$ cat config.mk
export PLATFORM = sky130hd
export DESIGN_NAME = serial_word_source
export DESIGN_NICKNAME = d
export VERILOG_FILES = /design/src/rtl/serial_word_source_pkg.sv /design/src/rtl/ser_shift_reg.sv /design/src/rtl/serial_word_source.sv
export SDC_FILE = /design/constraint.sdc
export NUM_CORES = 1
export LEC_CHECK = 0
export ABC_AREA = 1
export BUFFER_PORTS_ARGS = -buffer_cell sky130_fd_sc_hd__buf_4
export CAP_MARGIN = 20
export CORE_MARGIN = 1
export CORE_UTILIZATION = 56
export CTS_CLUSTER_DIAMETER = 100
export CTS_CLUSTER_SIZE = 16
export DETAILED_ROUTE_END_ITERATION = 6
export GPL_ROUTABILITY_DRIVEN = 1
export PLACE_DENSITY = 0.85
export RECOVER_POWER = 25
export SLEW_MARGIN = 20
export SYNTH_ARGS = -nofsm -noshare
export SYNTH_HDL_FRONTEND = slang
export SYNTH_HIERARCHICAL = 1
export SYNTH_SLANG_ARGS = --single-unit
$ cat constraint.sdc
create_clock -name clk -period 3 [get_ports clk]
set_input_delay 0.15 -clock clk [delete_from_list [all_inputs] [get_ports clk]]
set_output_delay 0.15 -clock clk [all_outputs]
set_load 0.02 [all_outputs]
$ cat src/rtl/serial_word_source_pkg.sv
// ----------------------------------------------------------------------------
// serial_word_source_pkg
//   Shared definitions for the serial word source:
//     - SER_DEFAULT_WIDTH : default number of data bits per word
//     - ser_state_t       : FSM state encodings SER_IDLE / SER_SHIFT / SER_PAR
//   SER_PAR is only reachable when the design is built with SER_PARITY_EN.
// ----------------------------------------------------------------------------
package serial_word_source_pkg;

    localparam int SER_DEFAULT_WIDTH = 8;

    typedef enum logic [1:0] {
        SER_IDLE  = 2'd0,   // no frame in flight
        SER_SHIFT = 2'd1,   // data bits on dout
        SER_PAR   = 2'd2    // parity bit on dout
    } ser_state_t;

endpackage : serial_word_source_pkg

$ cat src/rtl/ser_shift_reg.sv
// ----------------------------------------------------------------------------
// ser_shift_reg
//   Loadable shift register with a fixed shift direction.
//   Ports:
//     clk, rst_n : clock, asynchronous active-low reset
//     load       : capture data (has priority over shift_en)
//     shift_en   : advance one position, filling with 0
//     data       : parallel load value
//     bit_out    : bit currently at the output end of the register
//   MSB_FIRST=1 shifts toward the MSB and outputs bit WIDTH-1;
//   MSB_FIRST=0 shifts toward the LSB and outputs bit 0.
//   Zero fill means the register drains to 0 once a frame has gone out,
//   so bit_out rests at 0 between frames with no extra gating.
// ----------------------------------------------------------------------------
module ser_shift_reg #(
    parameter int WIDTH     = 8,
    parameter bit MSB_FIRST = 1'b1
) (
    input  logic             clk,
    input  logic             rst_n,
    input  logic             load,
    input  logic             shift_en,
    input  logic [WIDTH-1:0] data,
    output logic             bit_out
);

    logic [WIDTH-1:0] q;

    // NOTE: the register holds datapath contents, but it is still reset
    // because a reset mid-frame must drop dout to 0 immediately and never
    // let leftover bits of the aborted word leak out after release.
    always_ff @(posedge clk or negedge rst_n) begin
        if (!rst_n) begin
            q <= '0;
        end else if (load) begin
            q <= data;
        end else if (shift_en) begin
            if (MSB_FIRST) q <= {q[WIDTH-2:0], 1'b0};
            else           q <= {1'b0, q[WIDTH-1:1]};
        end
    end

    assign bit_out = MSB_FIRST ? q[WIDTH-1] : q[0];

endmodule : ser_shift_reg

$ cat src/rtl/serial_word_source.sv
// ----------------------------------------------------------------------------
// serial_word_source
//   Accepts parallel words over a valid/ready handshake and shifts them out
//   one bit per clock on dout. Back-to-back words stream with no idle cycle.
//   Parameters:
//     WIDTH     : data bits per word (2..32)
//     MSB_FIRST : 1 sends bit WIDTH-1 first, 0 sends bit 0 first
//   Ports:
//     clk, rst_n : clock, asynchronous active-low reset
//     word_in    : parallel word, captured on the edge where valid && ready
//     word_valid : word_in is valid
//     word_ready : can take a word this cycle (from state/count only)
//     dout       : serial bit stream (registered)
//     dout_valid : dout carries a frame bit (registered)
//     word_done  : one-cycle pulse on the last bit of each frame (registered)
//   Build option:
//     SER_PARITY_EN : append an odd-parity bit after the data bits; the frame
//                     becomes WIDTH+1 bits and word_ready moves to the
//                     parity cycle.
// ----------------------------------------------------------------------------
module serial_word_source
    import serial_word_source_pkg::*;
#(
    parameter int WIDTH     = SER_DEFAULT_WIDTH,
    parameter bit MSB_FIRST = 1'b1
) (
    input  logic             clk,
    input  logic             rst_n,
    input  logic [WIDTH-1:0] word_in,
    input  logic             word_valid,
    output logic             word_ready,
    output logic             dout,
    output logic             dout_valid,
    output logic             word_done
);

    localparam int             CW       = $clog2(WIDTH + 1);
    localparam logic [CW-1:0]  LAST_BIT = CW'(WIDTH - 1);
`ifdef SER_PARITY_EN
    localparam int             FRAME_LEN = WIDTH + 1;
`else
    localparam int             FRAME_LEN = WIDTH;
`endif

    ser_state_t           state, state_nxt;
    logic [CW-1:0]        count, count_nxt;
    logic                 transfer;
    logic                 last_data;
    logic                 done_nxt;
    logic [FRAME_LEN-1:0] load_vec;

    assign last_data = (state == SER_SHIFT) && (count == LAST_BIT);
    assign transfer  = word_valid && word_ready;

`ifdef SER_PARITY_EN
    logic par_bit;
    // Odd parity: set when the data has an even number of ones.
    assign par_bit    = ~^word_in;
    // The parity bit sits at the far end of the frame so it leaves last.
    assign load_vec   = MSB_FIRST ? {word_in, par_bit} : {par_bit, word_in};
    assign word_ready = (state == SER_IDLE) || (state == SER_PAR);
`else
    assign load_vec   = word_in;
    assign word_ready = (state == SER_IDLE) || last_data;
`endif

    // NOTE: every signal driven here gets a default first, so no path through
    // the case statement can leave one unassigned and infer a latch.
    always_comb begin
        state_nxt = state;
        count_nxt = count;
        case (state)
            SER_IDLE: begin
                if (transfer) begin
                    state_nxt = SER_SHIFT;
                    count_nxt = '0;
                end
            end
            SER_SHIFT: begin
                if (!last_data) begin
                    count_nxt = count + 1'b1;
`ifdef SER_PARITY_EN
                end else begin
                    state_nxt = SER_PAR;
                end
`else
                end else if (transfer) begin
                    state_nxt = SER_SHIFT;
                    count_nxt = '0;
                end else begin
                    state_nxt = SER_IDLE;
                    count_nxt = '0;
                end
`endif
            end
`ifdef SER_PARITY_EN
            SER_PAR: begin
                state_nxt = transfer ? SER_SHIFT : SER_IDLE;
                count_nxt = '0;
            end
`endif
            default: begin
                state_nxt = SER_IDLE;
                count_nxt = '0;
            end
        endcase
    end

    // word_done is registered, so it is armed when the next cycle will carry
    // the final bit of the frame.
`ifdef SER_PARITY_EN
    assign done_nxt = (state_nxt == SER_PAR);
`else
    assign done_nxt = (state_nxt == SER_SHIFT) && (count_nxt == LAST_BIT);
`endif

    // NOTE: sequential state uses non-blocking assignments so every flop
    // samples pre-edge values regardless of statement order.
    always_ff @(posedge clk or negedge rst_n) begin
        if (!rst_n) begin
            state      <= SER_IDLE;
            count      <= '0;
            dout_valid <= 1'b0;
            word_done  <= 1'b0;
        end else begin
            state      <= state_nxt;
            count      <= count_nxt;
            dout_valid <= (state_nxt != SER_IDLE);
            word_done  <= done_nxt;
        end
    end

    // dout comes straight from the shift register's output flop.
    ser_shift_reg #(
        .WIDTH     (FRAME_LEN),
        .MSB_FIRST (MSB_FIRST)
    ) u_shift_reg (
        .clk      (clk),
        .rst_n    (rst_n),
        .load     (transfer),
        .shift_en (state != SER_IDLE),
        .data     (load_vec),
        .bit_out  (dout)
    );

endmodule : serial_word_source

==> results.md <==
## Timing
* fin. max-slew vios: 0
* number of setup violations in the final report: 0
* final hold violations: 0
* Slew Limit Headroom: 0.438
* actual slew at the worst max-slew pin: 0.843 ns
* setup slack after layout: 1.30 ns
* Hold WS: 0.0736 ns
* Fin Clk Skew: 0.00620 ns
* period utilisation layout: 0.568
* Setup Total Neg Slack: 0 ns
* setup repair after global routing missed its margin: false
* final critical path time including I/O delays and setup: 1.70 ns
* achievable clock frequency: 587 MHz

## Power
* LEAKAGE: 0.482 nW
* overall power: 0.473 mW
* power per unit of standard cell area: 506 nW/um2
* worst voltage drop across the vdd grid: 0.265 mV

## Clocking
* Max H-tree Level: 1
* CTS sink cnt: 16
* latest clock arrival within the worst-skew pair: 0.28 ns
* buffer depth of the longest clock path: 2
* number of CTS-inserted buffers: 3
* clock transition at the register clock pins on the worst setup and hold paths after CTS: 0.10 ns
* number of cells upsized or downsized after cts: 0
* TritonCTS clock tree: done
* Setup Buffers After CTS: 0
* library cell used as clock root buffer: sky130_fd_sc_hd__clkbuf_4

## Floorplan
* Die X: 39.3 um
* Boundary Pins: 15
* area enclosed by the die boundary: 1550 um2
* number of rows in the core area: 13
* starting utilization of the core area: 0.599
* standard cell core area: 1300 um2
* height of the chip: 39.3 um

## Setup path
* type of origin of the critical path: flip-flop
* signal arrival time at the worst endpoint: 1.87 ns
* worst r2r path cells: 7
* Critical Path Sink Type: flip-flop
* peak fanout along the critical path: 10
* reg2reg setup slack: 1.30 ns
* type of the worst setup path: flip-flop to flip-flop
* reg-to-reg critical path startpoint: state[1]
* Worst R2R End: u_shift_reg/q[5]
* required time of the critical path: 3.16 ns

## Place
* Port Buffers: 14
* weighted congestion reported at the end of routability-driven placement: 0.871
* Post-Place Worst Slack: 1.32 ns
* DPL Wire Length: 1.09 mm

## Min path
* worst min path class: primary input to flip-flop
* capture endpoint of the worst hold path: u_shift_reg/q[6]
* hold path start: word_in[6]
* worst hold path stage count: 3

## Job
* count of max-cap constraint violations: 0

## Routing
* routed wire length: 1.48 mm
* Vias: 664
* Via density: 5.35
* number of DRC violations after detailed-routing iteration 0: 25
* Routed wire per std cell: 11.9 um
* DR DRC count: 0
* DR pass1 iterations: 4
* post-route antenna net violation count: 0

## Yosys
* synthesis-stage register bit count: 16
* number of library cell types mapped by synthesis: 17
* yosys synthesis warning count: 6
* share of the yosys chip area belonging to registers: 0.514
* synthesized area per cell: 8.57 um2
* Mapped Area: 779 um2
* cell count after synthesis: 91
* number of nets in the synthesized netlist: 103

## Cells and area
* layout cells sized above 1: 0.275
* most frequent cells in the layout: sky130_fd_sc_hd__nand2_1 (25), sky130_fd_sc_hd__nand3_1 (22), sky130_fd_sc_hd__dfrtp_1 (16)
* area occupied by multi-input gates: 330 um2
* Syn-to-layout area delta: 19.9%
* count of inserted antenna diode cells: 0
* final core utilization: 0.718
* most common library cell in the layout ignoring fill and taps: sky130_fd_sc_hd__nand2_1
* Net count, final: 122
* filler cell count in the final layout: 100
* register area: 400 um2

## Status
* run status: complete, no violations

## Global route
* GRT Residual Overflow: 0
* pin count of the biggest net entering global routing: 17
* initial antenna violation count: 0
* aggregate global-route resource usage: 0.224
* global-route wire length before repair: 2.26 mm
* number of global-route vias before repair: 555

where the power goes:
part           switching, mW  internal [mW]
clock                 0.0684         0.0738
combinational         0.0439         0.0323
sequential            0.0172          0.238
total                  0.129          0.344
cells in the mapped netlist (all sizes together):
cell	instances	area share
a21oi	1	0.0064
buf	2	0.024
conb	1	0.0048
dfrtp	16	0.51
ha	1	0.016
inv	8	0.039
nand2	28	0.14
nand3	23	0.15
nand4	1	0.0080
nor2	7	0.071
o21ai	3	0.019
flip-flops by register name, summed over array words and instances (netlist names):
register and cells:
u_shift_reg/q 8, count 4, state 2, word_done 1, dout_valid 1
metal layers:
| metal | GRT usage | up-vias | routed length (um) |
|---|---|---|---|
| li1 | - | 330 | - |
| met1 | 0.315 | 307 | 698 |
| met2 | 0.325 | 25 | 673 |
| met3 | 0.0511 | 2 | 94 |
| met4 | 0.103 | 0 | 12 |
| met5 | 0 | - | 0 |
how the worst max path moves through the flow:
stage,start,to,cells past startpoint
2_1_floorplan,count[0],u_shift_reg/q[1],9
5_1_grt,state[1],u_shift_reg/q[5],7
4_1_cts,count[0],u_shift_reg/q[5],9
3_3_place_gp,count[0],u_shift_reg/q[3],9
6_report,state[1],u_shift_reg/q[5],7
3_5_place_dp,count[0],u_shift_reg/q[5],9
per-stage QoR:
step           cells  cell area, um2
2_1_floorplan     91             779
3_3_place_gp     119             892
3_5_place_dp     119             892
4_1_cts          124             938
5_1_grt          124             935
6_report         124             935
cells by family after synthesis:
logic type / share of synthesized area
compound gates: 0.0257
fa+ha+maj: 0.0160
buf+inv: 0.0626
flops: 0.514
other cells: 0.00481
simple gates: 0.377
what timing repair did:
item | in CTS | in global routing
endpoints found under the setup margin | 0 | 0
hold endpoints to repair | 16 | 0
hold buffers | 1 | 0
final cells by class:
cell class	count	share of cell area
timing repair buffer	16	0.127
clock buffer	4	0.0388
multi-input combinational	65	0.353
tap	15	0.0201
inverter	8	0.0321
sequential	16	0.428
critical path, cell delays in order, from the launching register on:
cell and delay [ns]:
sky130_fd_sc_hd__dfrtp_1 0.44, sky130_fd_sc_hd__nor2_2 0.21, sky130_fd_sc_hd__inv_1 0.23, sky130_fd_sc_hd__a21oi_1 0.22, sky130_fd_sc_hd__buf_4 0.22, sky130_fd_sc_hd__inv_2 0.09, sky130_fd_sc_hd__nand3_1 0.07, sky130_fd_sc_hd__nand3_1 0.10
No activity file was read; power rests on OpenSTA's default activity.
